<file path="src/rtl/button_events.sv">
`timescale 1ns/1ps
// Gesture classifier for a debounced button level: emits one-cycle press, release,
// click, double-click and long-press events plus a held level, all registered.
module button_events #(
  parameter int LONG_PERIOD = 500000,
  parameter int GAP_PERIOD  = 150000
) (
  input  logic i_clk,
  input  logic i_rst,
  input  logic i_level,
  output logic o_press,
  output logic o_release,
  output logic o_click,
  output logic o_double,
  output logic o_long,
  output logic o_held
);

  localparam int MAXP = (LONG_PERIOD > GAP_PERIOD) ? LONG_PERIOD : GAP_PERIOD;
  localparam int CW   = $clog2(MAXP + 1);
  localparam logic [CW-1:0] LONG_LAST = CW'(LONG_PERIOD - 1);
  localparam logic [CW-1:0] GAP_LAST  = CW'(GAP_PERIOD - 1);
  localparam logic [CW-1:0] CNT_MAX   = {CW{1'b1}};

  typedef enum logic [2:0] {IDLE, PRESS1, GAP, PRESS2, LONG} state_t;

  state_t        state_q;
  logic [CW-1:0] cnt_q;
  logic          prev_q;
  logic          press_q, release_q, click_q, double_q, long_q, held_q;

  logic          rise_d, fall_d;
  logic [CW-1:0] cnt_d;

  assign rise_d = i_level & ~prev_q;
  assign fall_d = ~i_level & prev_q;
  assign cnt_d  = (cnt_q == CNT_MAX) ? cnt_q : cnt_q + 1'b1;

  // The counter holds (edges spent in the current timed state - 1), so a
  // threshold of N edges is reached when it reads N-1 on the Nth edge.
  always_ff @(posedge i_clk or posedge i_rst) begin
    if (i_rst) begin
      state_q   <= IDLE;
      cnt_q     <= '0;
      prev_q    <= 1'b0;
      press_q   <= 1'b0;
      release_q <= 1'b0;
      click_q   <= 1'b0;
      double_q  <= 1'b0;
      long_q    <= 1'b0;
      held_q    <= 1'b0;
    end else begin
      prev_q    <= i_level;
      press_q   <= rise_d;
      release_q <= fall_d;
      click_q   <= 1'b0;
      double_q  <= 1'b0;
      long_q    <= 1'b0;
      case (state_q)
        IDLE: begin
          if (rise_d) begin
            state_q <= PRESS1;
            cnt_q   <= '0;
            held_q  <= 1'b1;
          end
        end
        PRESS1: begin
          if (fall_d) begin
            state_q <= GAP;
            cnt_q   <= '0;
            held_q  <= 1'b0;
          end else if (cnt_q == LONG_LAST) begin
            state_q <= LONG;
            cnt_q   <= '0;
            long_q  <= 1'b1;
          end else begin
            cnt_q   <= cnt_d;
          end
        end
        GAP: begin
          if (rise_d) begin
            state_q <= PRESS2;
            cnt_q   <= '0;
            held_q  <= 1'b1;
          end else if (cnt_q == GAP_LAST) begin
            state_q <= IDLE;
            cnt_q   <= '0;
            click_q <= 1'b1;
          end else begin
            cnt_q   <= cnt_d;
          end
        end
        PRESS2: begin
          if (fall_d) begin
            state_q  <= IDLE;
            cnt_q    <= '0;
            held_q   <= 1'b0;
            double_q <= 1'b1;
          end else if (cnt_q == LONG_LAST) begin
            state_q <= LONG;
            cnt_q   <= '0;
            click_q <= 1'b1;
            long_q  <= 1'b1;
          end else begin
            cnt_q   <= cnt_d;
          end
        end
        LONG: begin
          if (fall_d) begin
            state_q <= IDLE;
            cnt_q   <= '0;
            held_q  <= 1'b0;
          end
        end
        default: begin
          state_q <= IDLE;
          cnt_q   <= '0;
          held_q  <= 1'b0;
        end
      endcase
    end
  end

  assign o_press   = press_q;
  assign o_release = release_q;
  assign o_click   = click_q;
  assign o_double  = double_q;
  assign o_long    = long_q;
  assign o_held    = held_q;

endmodule

</file>
<file path="config.mk">
export PLATFORM = sky130hd
export DESIGN_NAME = button_events
export DESIGN_NICKNAME = d
export VERILOG_FILES = /design/src/rtl/button_events.sv
export SDC_FILE = /design/constraint.sdc
export NUM_CORES = 1
export LEC_CHECK = 0
export CAP_MARGIN = 20
export CORE_MARGIN = 8
export CORE_UTILIZATION = 45
export DETAILED_ROUTE_END_ITERATION = 7
export GPL_TIMING_DRIVEN = 0
export PLACE_DENSITY = 0.67
export SLEW_MARGIN = 20
export SYNTH_ARGS = -nofsm -noshare
export SYNTH_HDL_FRONTEND = slang
export SYNTH_SLANG_ARGS = --single-unit
</file>
<file path="constraint.sdc">
create_clock -name i_clk -period 2.7 [get_ports i_clk]
set_input_delay 0.405 -clock i_clk [delete_from_list [all_inputs] [get_ports i_clk]]
set_output_delay 0.405 -clock i_clk [all_outputs]
set_load 0.01 [all_outputs]
</file>
==> results of run 1 <==
logic make-up (layout without fill, tap and decap cells):
logic type / count (synthesis) / in the layout / synth area share [%]
simple gates: 77 / 77 / 27.7
fa+ha+maj: 1 / 1 / 0.760
compound gates: 52 / 52 / 21.1
mux: 3 / 3 / 1.83
flops: 29 / 29 / 44.1
buf+inv: 16 / 32 / 4.03
xor+xnor: 1 / 1 / 0.532
cell usage after synthesis (2+ instances only):
cell / count
dfrtp_1: 29
nand2_1: 18
a21oi_1: 16
nand3_1: 11
o21ai_0: 10
inv_1: 9
nor2_1: 7
and3_1: 6
nand4_1: 6
a31oi_1: 5
clkbuf_1: 4
a21o_1: 3
a41oi_1: 3
and2_1: 3
mux2i_1: 3
nand2b_1: 3
nand3b_1: 3
nor4_1: 3
o31ai_1: 3
a22o_1: 2
and4_1: 2
buf_2: 2
nor2b_1: 2
nor3_1: 2
o211ai_1: 2
or3_1: 2
stage by stage:
step,cells,power [mW]
floorplan,179,0.637
global placement,235,0.690
CTS,243,1.00
detailed placement,235,0.699
global route,243,1.05
finish,243,0.997
layout make-up:
| type | count | area (µm²) |
|---|---|---|
| Clock inverter | 1 | 5.00 |
| Clock buffer | 7 | 65.1 |
| Multi-Input combinational cell | 134 | 853 |
| Buffer | 7 | 32.5 |
| Fill cell | 326 | 1720 |
| Sequential cell | 29 | 726 |
| Inverter | 9 | 33.8 |
| Tap cell | 48 | 60.1 |
| Timing Repair Buffer | 8 | 80.1 |
worst reg2reg max path: stages (launching register included):
cell and delay [ns]:
dfrtp_1 0.43, ha_1 0.25, and3_1 0.25, and2_1 0.20, and3_1 0.15, buf_4 0.16, o22ai_4 0.30, buf_2 0.31
o21ai_0 0.13, a21oi_1 0.17
state kept, by name, indices dropped and copies added (netlist names):
name	flops
cnt_q	19
o_click	1
o_double	1
o_held	1
o_long	1
o_press	1
o_release	1
prev_q	1
state_q	3
worst max path at each step:
stage | slack [ns] | start | cells after the start | to
2_1_floorplan | 0.63 | cnt_q[0] | 8 | cnt_q[12]
3_3_place_gp | 0.24 | i_level | 5 | cnt_q[1]
3_5_place_dp | 0.18 | i_level | 5 | cnt_q[1]
4_1_cts | 0.30 | cnt_q[0] | 9 | cnt_q[16]
5_1_grt | 0.14 | cnt_q[0] | 9 | cnt_q[16]
6_report | 0.28 | cnt_q[0] | 9 | cnt_q[16]
cells in the final DEF (no fill, tap or decap), types with 4 or more instances in the layout:
| cell type | netlist | layout |
|---|---|---|
| dfrtp_1 | 29 | 29 |
| nand2_1 | 18 | 18 |
| a21oi_1 | 16 | 16 |
| nand3_1 | 11 | 11 |
| o21ai_0 | 10 | 10 |
| inv_1 | 9 | 8 |
| clkdlybuf4s50_1 | 0 | 8 |
| nor2_1 | 7 | 7 |
| and3_1 | 6 | 6 |
| nand4_1 | 6 | 6 |
| a31oi_1 | 5 | 5 |
| clkbuf_4 | 0 | 5 |
| clkbuf_1 | 4 | 4 |
power by group through the flow:
stage | clock network (mW) | logic (mW) | registers, mW
after floorplan | 0 | 0.133 | 0.504
after CTS | 0.310 | 0.190 | 0.500
after detailed placement | 0 | 0.190 | 0.509
after global routing | 0.327 | 0.212 | 0.507
after global placement | 0 | 0.184 | 0.506
final | 0.308 | 0.189 | 0.500
metal layers:
layer	vias up	global-route usage, %	wire length [µm]
li1	709	-	-
met1	711	15.4	1650
met2	27	21.7	1780
met3	7	3.66	204
met4	0	5.77	42
met5	-	0	0
==> results.md, run 1 <==
- Status: finished clean
- Gate Count Post-Synth: ~180
- Peak VDD IR: between 0.2 and 0.3 mV
- Share of cells above drive strength 1: around a tenth
- Cts bufs inserted: 5
- HP Class: in -> async
- Drt pass-1 iters: 4
- Vias in the first global route: roughly 1.4k
- Final period utilization: between 80% and 90%
- YS warnings: 0
- Core area: about 3600 µm²
- Reg2reg start: cnt_q[0]
- Drc violations: 0
- WP data required: roughly 3 ns
- Post-DP HPWL: roughly 2.7 mm
- # resized after CTS: 0
- CP cell instances: ha_1, and3_1, and2_1, and3_1, buf_4, o22ai_4, buf_2, o21ai_0, a21oi_1
- Delay-heaviest family, CP: simple AND/OR/NAND/NOR gates
- Share of the synthesized area in the top cell type: 44.1%
- Clock Path Buffers: 2
- Total Routing Usage GR: between 10% and 20%
- Starting Density: 46.0%
- Ant diodes: 0
- Max stage delay cell, worst path: dfrtp_1
- Full die area: between 5000 and 6000 µm²
- Clock transition at path regs: around 0.11 ns
- Io pins: 9
- Port Buffers: 8
- Crit path buf inv count: 2
- Final ANT Viol Nets: 0
- Detailed Route WL: 3.69 mm
- Final instance area: roughly 1900 µm²
- Worst slew pin tran: 0.818 ns
- Slew headroom: 45.2%
- WS Path Type: reg -> reg
- Root Buffer: clkbuf_4
- Max Slew Vio Count: 0
- Ys async rst share: 100%
- Core Util, Final: approximately half
- Initial drt markers: 77
- Die W: around 76 µm
- Wire per inst: 15.2 µm
- CTS sink count: 29
- Hold_buf cts: 0
- Endpoint kind of the worst setup timing path: register
- Most common cell on crit path: and3_1
- Vias per std cell: about 6.0
- Synth area leader: dfrtp_1
- Number of library cell types mapped by synthesis: 46
- First-pass GRT wire length: about 6.3 mm
- Clock Latency Late Sink: 0.34 ns
- Worst Hold Margin: about 0.44 ns
- Average size of a mapped cell: ~9.2 µm²
- # setup viols final: 0
- Post-synthesis register bit count: 29
- Endpoints failing hold: 0
- CTS tree: built
- Ranking of synthesized cells by area: dfrtp_1, a21oi_1, nand2_1, nand3_1, o21ai_0
- Post-synth EDFFs: 0
- H-tree lvl count: 2
- Switch share: between 30% and 40%
- Placed Area: around 1800 µm²
- Clock period minus final worst setup slack: roughly 2.4 ns
- Vias: about 1.5k
- Worst Skew: around 0.02 ns
- Reg2Reg Capture Point: cnt_q[16]
- RSZ-0062 raised after global routing: no
- # rows: 22
- Cell area power density: between 500 and 600 nW/µm²
- Post-CTS Setup Repair Bufs: 0
- CP arrival: around 2.7 ns
- Die outline height: around 76 µm
- RePlAce Congestion: approximately 0.9
- CP Max Fanout: 10
- Combinational power share: roughly a fifth
- Setup TNS Final: 0 ns
- Internal power: 0.692 mW
- Total gr overflow: 0
- Startpoint types: register
- Largest stage delay, worst path: between 0.4 and 0.5 ns
- FF-to-FF setup slack: between 0.2 and 0.3 ns
- Mapped Area: between 1500 and 2000 µm²
- Setup WS post-layout: about 0.28 ns
- Net switching power: approximately 0.30 mW
- Pre-CTS WS: about 0.18 ns
- Fin nets: slightly below 200
- Clock share of power: between 30% and 40%
- FF-to-FF path depth: 9
- Initial antenna violation count: 0
- Max Fclk: just over 400 MHz
- Ys flop type: dfrtp_1
- Sequential power share: between 50% and 60%
- Post-Syn Nets: approximately 180
- Maxcap violations: 0
- Register area share after synthesis: between 40 and 50%
- Synth-to-Final Area Change: 12.8%
- Leakage dissipation: 0.797 nW
- Largest net degree at the start of global routing: 30
Note: power is estimated with default switching activity, not from simulation.
==> run 2, diff against run 1 <==
Settings changed: SKIP_LAST_GASP set to 1.
==> results of run 2 <==
Final layout, timing and power as in run 1 (identical DEF).
